==> config.mk <==
export PLATFORM = sky130hd
export DESIGN_NAME = computer_move_generator
export DESIGN_NICKNAME = d
export VERILOG_FILES = /design/src/rtl/computer_move_generator_pkg.sv /design/src/rtl/computer_move_generator_line_eval.sv /design/src/rtl/computer_move_generator.sv
export SDC_FILE = /design/constraint.sdc
export NUM_CORES = 1
export LEC_CHECK = 0
export ABC_AREA = 1
export BUFFER_PORTS_ARGS = -buffer_cell sky130_fd_sc_hd__buf_4
export CORE_MARGIN = 1.5
export CORE_UTILIZATION = 52
export DETAILED_ROUTE_END_ITERATION = 6
export GPL_TIMING_DRIVEN = 1
export PLACE_DENSITY = 0.73
export RECOVER_POWER = 50
export SETUP_SLACK_MARGIN = 0.4
export SYNTH_ARGS = -nofsm -noshare
export SYNTH_HDL_FRONTEND = slang
export SYNTH_SLANG_ARGS = --single-unit
==> constraint.sdc <==
create_clock -name clock -period 3.1 [get_ports clock]
set_input_delay 0.465 -clock clock [delete_from_list [all_inputs] [get_ports clock]]
set_output_delay 0.465 -clock clock [all_outputs]
set_load 0.01 [all_outputs]
==> src/rtl/computer_move_generator_pkg.sv <==
// Shared definitions for the tic-tac-toe computer opponent: cell encoding,
// controller states, the eight winning lines and the corner/edge search order.
package ttt_pkg;

  localparam logic [1:0] CELL_EMPTY    = 2'b00;
  localparam logic [1:0] CELL_PLAYER   = 2'b01;
  localparam logic [1:0] CELL_COMPUTER = 2'b10;

  typedef enum logic [1:0] {
    ST_IDLE,
    ST_SCAN,
    ST_PICK,
    ST_ISSUE
  } cmg_state_t;

  localparam logic [3:0] LINE_TABLE [0:7][0:2] = '{
    '{4'd0, 4'd1, 4'd2},
    '{4'd3, 4'd4, 4'd5},
    '{4'd6, 4'd7, 4'd8},
    '{4'd0, 4'd3, 4'd6},
    '{4'd1, 4'd4, 4'd7},
    '{4'd2, 4'd5, 4'd8},
    '{4'd0, 4'd4, 4'd8},
    '{4'd2, 4'd4, 4'd6}
  };

  localparam logic [3:0] CENTER_IDX = 4'd4;
  localparam logic [3:0] CORNER_ORDER [0:3] = '{4'd0, 4'd2, 4'd6, 4'd8};
  localparam logic [3:0] EDGE_ORDER   [0:3] = '{4'd1, 4'd3, 4'd5, 4'd7};

  // Board is packed two bits per cell, cell 0 in bits [1:0].
  function automatic logic [1:0] cell_at(input logic [17:0] board, input logic [3:0] idx);
    logic [17:0] sh;
    sh = board >> {idx, 1'b0};
    return sh[1:0];
  endfunction

endpackage

==> src/rtl/computer_move_generator_line_eval.sv <==
// Combinational evaluation of one board line: flags a two-in-a-line with one
// gap for either side and reports the index of the empty cell.
module ttt_line_eval
  import ttt_pkg::*;
(
  input  logic [1:0] cell_a,
  input  logic [1:0] cell_b,
  input  logic [1:0] cell_c,
  input  logic [3:0] idx_a,
  input  logic [3:0] idx_b,
  input  logic [3:0] idx_c,
  output logic       win_hit,
  output logic       block_hit,
  output logic [3:0] empty_idx
);

  logic [1:0] n_empty;
  logic [1:0] n_comp;
  logic [1:0] n_play;

  always_comb begin
    n_empty = 2'(cell_a == CELL_EMPTY) + 2'(cell_b == CELL_EMPTY) + 2'(cell_c == CELL_EMPTY);
    n_comp  = 2'(cell_a == CELL_COMPUTER) + 2'(cell_b == CELL_COMPUTER) + 2'(cell_c == CELL_COMPUTER);
    n_play  = 2'(cell_a == CELL_PLAYER) + 2'(cell_b == CELL_PLAYER) + 2'(cell_c == CELL_PLAYER);

    win_hit   = (n_comp == 2'd2) && (n_empty == 2'd1);
    block_hit = (n_play == 2'd2) && (n_empty == 2'd1);

    if (cell_a == CELL_EMPTY)      empty_idx = idx_a;
    else if (cell_b == CELL_EMPTY) empty_idx = idx_b;
    else                           empty_idx = idx_c;
  end

endmodule

==> src/rtl/computer_move_generator.sv <==
// Computer opponent: snapshots the board, scans the eight lines one per cycle,
// then picks win > block > centre/corners > edges. CMG_EASY_EN drops blocking.
module computer_move_generator
  import ttt_pkg::*;
#(
  parameter int POS_W        = 4,
  parameter bit CENTER_FIRST = 1'b1
) (
  input  logic             clock,
  input  logic             reset,
  input  logic             req,
  input  logic             game_over,
  input  logic [1:0]       pos1,
  input  logic [1:0]       pos2,
  input  logic [1:0]       pos3,
  input  logic [1:0]       pos4,
  input  logic [1:0]       pos5,
  input  logic [1:0]       pos6,
  input  logic [1:0]       pos7,
  input  logic [1:0]       pos8,
  input  logic [1:0]       pos9,
  output logic [POS_W-1:0] computer_position,
  output logic             pc,
  output logic             no_move,
  output logic             busy
);

  cmg_state_t  state;
  logic [17:0] snap;
  logic [2:0]  line_idx;
  logic        win_valid;
  logic [3:0]  win_idx;
  logic        blk_valid;
  logic [3:0]  blk_idx;

  logic [3:0]  la, lb, lc;
  logic        win_hit;
  logic        block_hit;
  logic [3:0]  empty_idx;

  logic [3:0]  pick_idx;
  logic        any_empty;
  logic        found;

  assign la = LINE_TABLE[line_idx][0];
  assign lb = LINE_TABLE[line_idx][1];
  assign lc = LINE_TABLE[line_idx][2];

  ttt_line_eval u_line_eval (
    .cell_a    (cell_at(snap, la)),
    .cell_b    (cell_at(snap, lb)),
    .cell_c    (cell_at(snap, lc)),
    .idx_a     (la),
    .idx_b     (lb),
    .idx_c     (lc),
    .win_hit   (win_hit),
`ifdef CMG_EASY_EN
    .block_hit (),
`else
    .block_hit (block_hit),
`endif
    .empty_idx (empty_idx)
  );

`ifdef CMG_EASY_EN
  assign block_hit = 1'b0;
`endif

  // Move choice from the snapshot and the candidates gathered during SCAN.
  always_comb begin
    pick_idx  = '0;
    any_empty = 1'b0;
    found     = 1'b0;
    for (int unsigned i = 0; i < 9; i++) begin
      if (cell_at(snap, 4'(i)) == CELL_EMPTY) any_empty = 1'b1;
    end
    if (win_valid) begin
      pick_idx = win_idx;
      found    = 1'b1;
    end else if (blk_valid) begin
      pick_idx = blk_idx;
      found    = 1'b1;
    end
    if (!found && CENTER_FIRST && cell_at(snap, CENTER_IDX) == CELL_EMPTY) begin
      pick_idx = CENTER_IDX;
      found    = 1'b1;
    end
    for (int unsigned k = 0; k < 4; k++) begin
      if (!found && cell_at(snap, CORNER_ORDER[k]) == CELL_EMPTY) begin
        pick_idx = CORNER_ORDER[k];
        found    = 1'b1;
      end
    end
    if (!found && !CENTER_FIRST && cell_at(snap, CENTER_IDX) == CELL_EMPTY) begin
      pick_idx = CENTER_IDX;
      found    = 1'b1;
    end
    for (int unsigned k = 0; k < 4; k++) begin
      if (!found && cell_at(snap, EDGE_ORDER[k]) == CELL_EMPTY) begin
        pick_idx = EDGE_ORDER[k];
        found    = 1'b1;
      end
    end
  end

  always_ff @(posedge clock or negedge reset) begin
    if (!reset) begin
      state             <= ST_IDLE;
      snap              <= '0;
      line_idx          <= '0;
      win_valid         <= 1'b0;
      win_idx           <= '0;
      blk_valid         <= 1'b0;
      blk_idx           <= '0;
      computer_position <= '0;
      pc                <= 1'b0;
      no_move           <= 1'b0;
      busy              <= 1'b0;
    end else begin
      case (state)
        ST_IDLE: begin
          if (req && !game_over) begin
            snap      <= {pos9, pos8, pos7, pos6, pos5, pos4, pos3, pos2, pos1};
            line_idx  <= '0;
            win_valid <= 1'b0;
            win_idx   <= '0;
            blk_valid <= 1'b0;
            blk_idx   <= '0;
            busy      <= 1'b1;
            state     <= ST_SCAN;
          end
        end
        ST_SCAN: begin
          // Only the lowest-numbered line of each kind is kept.
          if (win_hit && !win_valid) begin
            win_valid <= 1'b1;
            win_idx   <= empty_idx;
          end
          if (block_hit && !blk_valid) begin
            blk_valid <= 1'b1;
            blk_idx   <= empty_idx;
          end
          line_idx <= line_idx + 3'd1;
          if (line_idx == 3'd7) state <= ST_PICK;
        end
        ST_PICK: begin
          if (any_empty) begin
            computer_position <= POS_W'(pick_idx);
            pc                <= 1'b1;
          end else begin
            no_move <= 1'b1;
          end
          state <= ST_ISSUE;
        end
        ST_ISSUE: begin
          pc      <= 1'b0;
          no_move <= 1'b0;
          busy    <= 1'b0;
          state   <= ST_IDLE;
        end
        default: state <= ST_IDLE;
      endcase
    end
  end

endmodule
==> flow_summary.json, run 1 <==
{
  "status": "finished with violations",
  "violations": "capacitance limit, slew limit",
  "start_util": 0.537,
  "synth_top_family_by_area": "simple AND/OR/NAND/NOR gates",
  "fin_nets": 468,
  "ctsHtreeMaxLevel": 2,
  "reg2reg_to": "blk_idx[0]$_DFFE_PN0P_",
  "synth-edff-count": 0,
  "grt_usage": 0.283,
  "routed_wirelength_mm": 7.75,
  "synth_area_leaders": "dfrtp_1 (36%), nand2_1 (13%), nand3_1 (11%), inv_1 (5.9%), ha_1 (5.0%)",
  "via_per_inst": 5.59,
  "r2r-start": "line_idx[0]$_DFFE_PN0P_",
  "fmax_mhz": 337,
  "min-delay-start": "pos9[1]",
  "synthSimpleGateAreaFrac": 0.350,
  "preCtsSetupSlack_ns": 0.0905,
  "design_area_um2": 3480,
  "io_pins": 29,
  "min_period_ns": 2.97,
  "synthMuxAreaShare": 0,
  "layout_commonest_cell": "nand2_1",
  "start_kind": "flop",
  "ant_nets": 0,
  "post-route-util": 0.682,
  "place_area_um2": 3090,
  "finalWeightedCongestion": 0.964,
  "cts.path.max_buffers": 2,
  "synth_top_area_share": 0.365,
  "end_kind": "flop",
  "hp-class": "input pin to flop",
  "cts_tree": "done",
  "drt-wirelength-per-cell_um": 15.4,
  "finalSetupViolations": 0,
  "antenna_cells": 0,
  "gr-total-overflow": 0,
  "die-area_um2": 5720,
  "core_area_um2": 5110,
  "rr_worst_depth": 17,
  "die_h_um": 75.7,
  "syn_inst": 379,
  "rsz0062_at_grt": "yes",
  "grt_max_degree": 41,
  "die_w_um": 75.7,
  "hold_slack_ns": 0.364,
  "slew_viol_final": 41,
  "critPathKind": "flop to flop",
  "worstMarginPinSlew_ns": 2.18,
  "rows": 26,
  "clk_pin_slew_worst_paths_ns": 0.08,
  "synth_flop_cell": "dfrtp_1",
  "hold_depth": 3,
  "cp.arrival_ns": 3.21,
  "hold_viol": 0,
  "crit_fanout": 7,
  "rrSetupSlack_ns": 0.13,
  "cts_buffers": 5,
  "critPathRequiredTime_ns": 3.34,
  "met1Wirelength_mm": 3.31,
  "synth-compound-area-share": 0.129,
  "synth_fa_ha_area_frac": 0.0720,
  "place_hpwl_mm": 5.57,
  "avgSynthCellArea_um2": 7.24,
  "syn_area_um2": 2750,
  "highest_layer": "met4",
  "timing.final.ws_setup_ns": 0.130,
  "cts-root-buf": "clkbuf_8",
  "yosys_warnings": 0,
  "antenna_found_initial": 0,
  "synth_seq_area_share": 0.365,
  "ys_ff_latch": 40,
  "maxCapViolCount": 1,
  "register_area_um2": 1000,
  "routed-wl-met3_um": 557,
  "syn-num-nets": 415,
  "clock_latency_ns": 0.30,
  "drt_pass1_iterations": 5,
  "drc": 0,
  "final_cell_mix": "nand2_1 (83), nand3_1 (55), buf_4 (46)",
  "clkSinkCount": 40,
  "grt_pass1_vias": 2504,
  "vias": 2804,
  "relSlewSlack": -0.455,
  "grt_pass1_wl_mm": 11.8,
  "multi_input_area_um2": 1720,
  "dr_wl_met2_mm": 3.60,
  "area_growth_pct": 26.8,
  "drive_gt1_frac": 0.287,
  "fin_crit_sh": 0.958,
  "yosysTopAreaCell": "dfrtp_1",
  "synth_xor_area_frac": 0,
  "port_buffers": 28,
  "finalClockSkew_ns": 0.00552,
  "fillers": 426,
  "synth-async-reset-ratio": 1.00,
  "drtIter0Drc": 236,
  "yosysUniqueCellTypes": 34,
  "hold_end": "snap[17]$_DFFE_PN0P_"
}
## cell families after synthesis
group,after synthesis
AND/OR/NAND/NOR,205
AO/OA/AOI/OAI,62
buffers and inverters,58
flip-flops,40
adder cells (fa/ha/maj),14
## layer usage
| layer | track usage | up-vias |
|---|---|---|
| met5 | 0 | - |
| li1 | - | 1358 |
| met3 | 0.0728 | 31 |
| met2 | 0.424 | 110 |
| met1 | 0.376 | 1305 |
| met4 | 0.153 | 0 |
## timing repair
item | in CTS | in global routing
hold endpoints to repair | 0 | 0
resized for setup | 10 | 34
endpoints found under the setup margin | 10 | 10
pin swaps | 6 | 20
hold buffers | 0 | 0
buffers inserted | 6 | 13
cloned | 1 | 0
## Yosys cell counts, types with 3 or more instances
library cell,n
inv_2,8
o21ai_2,4
fa_1,3
o21ai_1,9
nand4_1,6
o21ai_0,23
inv_1,43
clkbuf_1,5
nand2_1,93
nand3_1,59
nor2_1,25
ha_1,11
a22oi_1,4
dfrtp_1,40
a21oi_1,14
nand2_4,5
nand2_2,5
## sequential cells by signal, summed over array words and instances (netlist names)
name,cells
no_move,1
busy,1
blk_idx,4
line_idx,3
win_idx,4
snap,18
state,2
computer_position,4
blk_valid,1
win_valid,1
pc,1
## area by class of cell
cell class | instances | share of cell area
Clock buffer | 5 | 0.0198
Clock inverter | 2 | 0.00359
Inverter | 52 | 0.0604
Multi-Input combinational cell | 282 | 0.494
Sequential cell | 40 | 0.288
Tap cell | 70 | 0.0252
Timing Repair Buffer | 51 | 0.109
## how the worst max path moves through the flow
| stage | cells after the start | slack [ns] | endpoint | start |
|---|---|---|---|---|
| after global routing | 17 | -0.03 | blk_idx[0]$_DFFE_PN0P_ | line_idx[0]$_DFFE_PN0P_ |
| after CTS | 17 | 0.20 | blk_idx[0]$_DFFE_PN0P_ | line_idx[0]$_DFFE_PN0P_ |
| final | 17 | 0.13 | blk_idx[0]$_DFFE_PN0P_ | line_idx[0]$_DFFE_PN0P_ |
| after detailed placement | 19 | 0.09 | win_idx[2]$_DFFE_PN0P_ | line_idx[0]$_DFFE_PN0P_ |
| after floorplan | 17 | 0.37 | blk_idx[0]$_DFFE_PN0P_ | line_idx[0]$_DFFE_PN0P_ |
| after global placement | 16 | 0.13 | blk_idx[0]$_DFFE_PN0P_ | line_idx[0]$_DFFE_PN0P_ |
## through the flow
step | cells | TNS (ns)
after CTS | 489 | 0
after floorplan | 379 | 0
after detailed placement | 475 | 0
after global routing | 502 | -0.0473
after global placement | 475 | 0
final | 502 | 0
## worst max-delay path, stage by stage (launching register included)
cell and delay, ns:
dfrtp_2 0.44, inv_4 0.06, ha_4 0.29, nand2_4 0.07, o21ai_4 0.08, inv_2 0.07
nor2_4 0.12, inv_2 0.06, o31ai_4 0.20, and2_4 0.17, inv_2 0.04, and2_4 0.14
fa_1 0.52, nor4_4 0.28, o21ai_4 0.13, inv_2 0.09, nand4_1 0.07, nand2_1 0.08
Power of run 1 is not shown: default switching activity piles up to over one toggle a cycle in this logic, so the estimate is an artifact.
==> run 2: changes to the inputs <==
CORE_UTILIZATION = 30   (was 52)
PLACE_DENSITY = 0.46   (was 0.73)
SYNTH_HIERARCHICAL = 1   (was default)
==> flow_summary.json, run 2 <==
{
  "hold_end": "snap[16]$_DFFE_PN0P_",
  "yosys_warnings": 6,
  "drtIter0Drc": 86,
  "antenna_cells": 0,
  "cts_hold_buf": 0,
  "synth_fa_ha_area_frac": 0.0734,
  "hold_slack_ns": 0.400,
  "path_cells": "buf_6 > ha_4 > o21ai_4 > buf_6 > o21ai_0 > nand2_1 > o21a_1 > inv_2 > buf_4 > nor2_4 > fa_1 > nor3b_2 > nand2_1 > nand2_2 > nand2_2 > nand2_1 > o21ai_1",
  "hold_viol": 0,
  "largest_reg_flops": 18,
  "syn_inst": 382,
  "path_buf_inv": 4,
  "slew_viol_final": 41,
  "drc": 0,
  "r2r-start": "line_idx[0]$_DFFE_PN0P_",
  "fin_nets": 479,
  "place_hpwl_mm": 5.83,
  "die-area_um2": 9560,
  "start_util": 0.309,
  "synthMuxAreaShare": 0.00836,
  "cpPeakStageDelay_ns": 0.45,
  "final_cell_mix": "nand2_1 (76), buf_4 (51), inv_1 (48)",
  "vias": 2648,
  "layout_commonest_cell": "nand2_1",
  "reg2reg_to": "blk_idx[2]$_DFFE_PN0P_",
  "yosysUniqueCellTypes": 33,
  "fmax_mhz": 335,
  "ys_ff_latch": 40,
  "worstMarginPinSlew_ns": 2.20,
  "synth_area_leaders": "dfrtp_1 (37%), nand2_1 (13%), inv_1 (7.5%), a21oi_1 (5.9%), nor2_1 (5.8%)",
  "antenna_found_initial": 0,
  "clock_latency_ns": 0.30,
  "io_pins": 29,
  "grt_usage": 0.173,
  "min_period_ns": 2.99,
  "min-delay-start": "pos9[0]",
  "critPathKind": "flop to flop",
  "critPathSlowestCell": "dfrtp_2",
  "finalWeightedCongestion": 0.857,
  "cp_top_family": "simple AND/OR/NAND/NOR gates",
  "die_h_um": 97.8,
  "synth-edff-count": 0,
  "rsz0062_at_grt": "yes",
  "cts_tree": "done",
  "start_kind": "flop",
  "yosysTopAreaCell": "dfrtp_1",
  "syn_area_um2": 2700,
  "finalClockSkew_ns": 0.0114,
  "clkSinkCount": 40,
  "avgSynthCellArea_um2": 7.06,
  "cts_buffers": 5,
  "ant_nets": 0,
  "finalSetupViolations": 0,
  "clk_pin_slew_worst_paths_ns": 0.08,
  "grt_pass1_wl_mm": 13.3,
  "cts.path.max_buffers": 2,
  "violations": "capacitance limit, slew limit",
  "synth_flop_cell": "dfrtp_1",
  "area_growth_pct": 34.4,
  "cts-root-buf": "clkbuf_8",
  "post-route-util": 0.415,
  "core_area_um2": 8720,
  "cpMostUsedCell": "nand2_1",
  "grt_max_degree": 41,
  "die_w_um": 97.8,
  "routed_wirelength_mm": 7.74,
  "synthSimpleGateAreaFrac": 0.272,
  "rows": 34,
  "synth_top_family_by_area": "simple AND/OR/NAND/NOR gates",
  "rr_worst_depth": 17,
  "ctsHtreeMaxLevel": 2,
  "cp.arrival_ns": 3.17,
  "yosys-top-cells-count": "nand2_1 (92), inv_1 (54), nor2_1 (42), dfrtp_1 (40), a21oi_1 (32)",
  "status": "finished with violations",
  "hold_depth": 2,
  "hp-class": "input pin to flop",
  "maxCapViolCount": 1,
  "synth_top_area_share": 0.371,
  "critPathRequiredTime_ns": 3.28,
  "synth_xor_area_frac": 0,
  "regMostFlops": "snap",
  "fin_crit_sh": 0.963,
  "synthMostInstantiatedCell": "nand2_1",
  "gr-total-overflow": 0,
  "end_kind": "flop",
  "relSlewSlack": -0.469,
  "via_per_inst": 4.80,
  "port_buffers": 28,
  "synth-compound-area-share": 0.171,
  "synth-async-reset-ratio": 1.00,
  "drive_gt1_frac": 0.309,
  "rrSetupSlack_ns": 0.11,
  "crit_fanout": 8,
  "drt-wirelength-per-cell_um": 14.0,
  "drt_pass1_iterations": 4,
  "grt_pass1_vias": 2702,
  "synth_seq_area_share": 0.371
}
==> run 2: repair_timing <==
action,in CTS,in global routing
cloned,5,0
buffers inserted,8,2
pin swaps,23,8
endpoints found under the setup margin,10,10
gates resized for setup,45,17
==> run 2: worst max-delay path by stage <==
stage,start,end,cells after the start
after floorplan,line_idx[0]$_DFFE_PN0P_,blk_idx[0]$_DFFE_PN0P_,24
after global placement,line_idx[1]$_DFFE_PN0P_,win_idx[0]$_DFFE_PN0P_,20
after detailed placement,line_idx[1]$_DFFE_PN0P_,blk_idx[2]$_DFFE_PN0P_,20
after CTS,line_idx[1]$_DFFE_PN0P_,win_idx[2]$_DFFE_PN0P_,22
after global routing,line_idx[1]$_DFFE_PN0P_,win_idx[2]$_DFFE_PN0P_,19
final,line_idx[0]$_DFFE_PN0P_,blk_idx[2]$_DFFE_PN0P_,17
==> run 2: cell type report <==
type	count	area [µm²]
Tap cell	108	135
Multi-Input combinational cell	279	1680
Clock buffer	7	96.3
Timing Repair Buffer	58	454
Fill cell	903	5100
Clock inverter	1	30.0
Inverter	59	224
Sequential cell	40	1000
==> run 2: stage by stage <==
step	instances	setup TNS [ns]	cell area [µm²]	setup slack, ns
final	552	0	3620	0.115
after detailed placement	529	-0.125	3190	-0.0193
after global routing	552	-0.776	3620	-0.110
after global placement	529	0	3190	0.0111
after CTS	550	0	3560	0.170
after floorplan	383	0	2770	0.277
==> run 2: cell families (layout without fill, tap and decap cells) <==
| family | count (synthesis) | after routing |
|---|---|---|
| multiplexers | 2 | 2 |
| buffers and inverters | 68 | 125 |
| AND/OR/NAND/NOR | 173 | 177 |
| AO/OA/AOI/OAI | 84 | 84 |
| flip-flops | 40 | 40 |
| adder cells (fa/ha/maj) | 14 | 14 |
| other | 1 | 2 |
==> run 2: per-layer routing <==
layer  wire [µm]  track usage  share of wire
met4          50       0.0396         0.0065
met1        3690        0.235           0.48
met2        3700        0.290           0.48
met5           0            0              0
met3         298       0.0286          0.039
Power of run 2 is left out for the same reason.
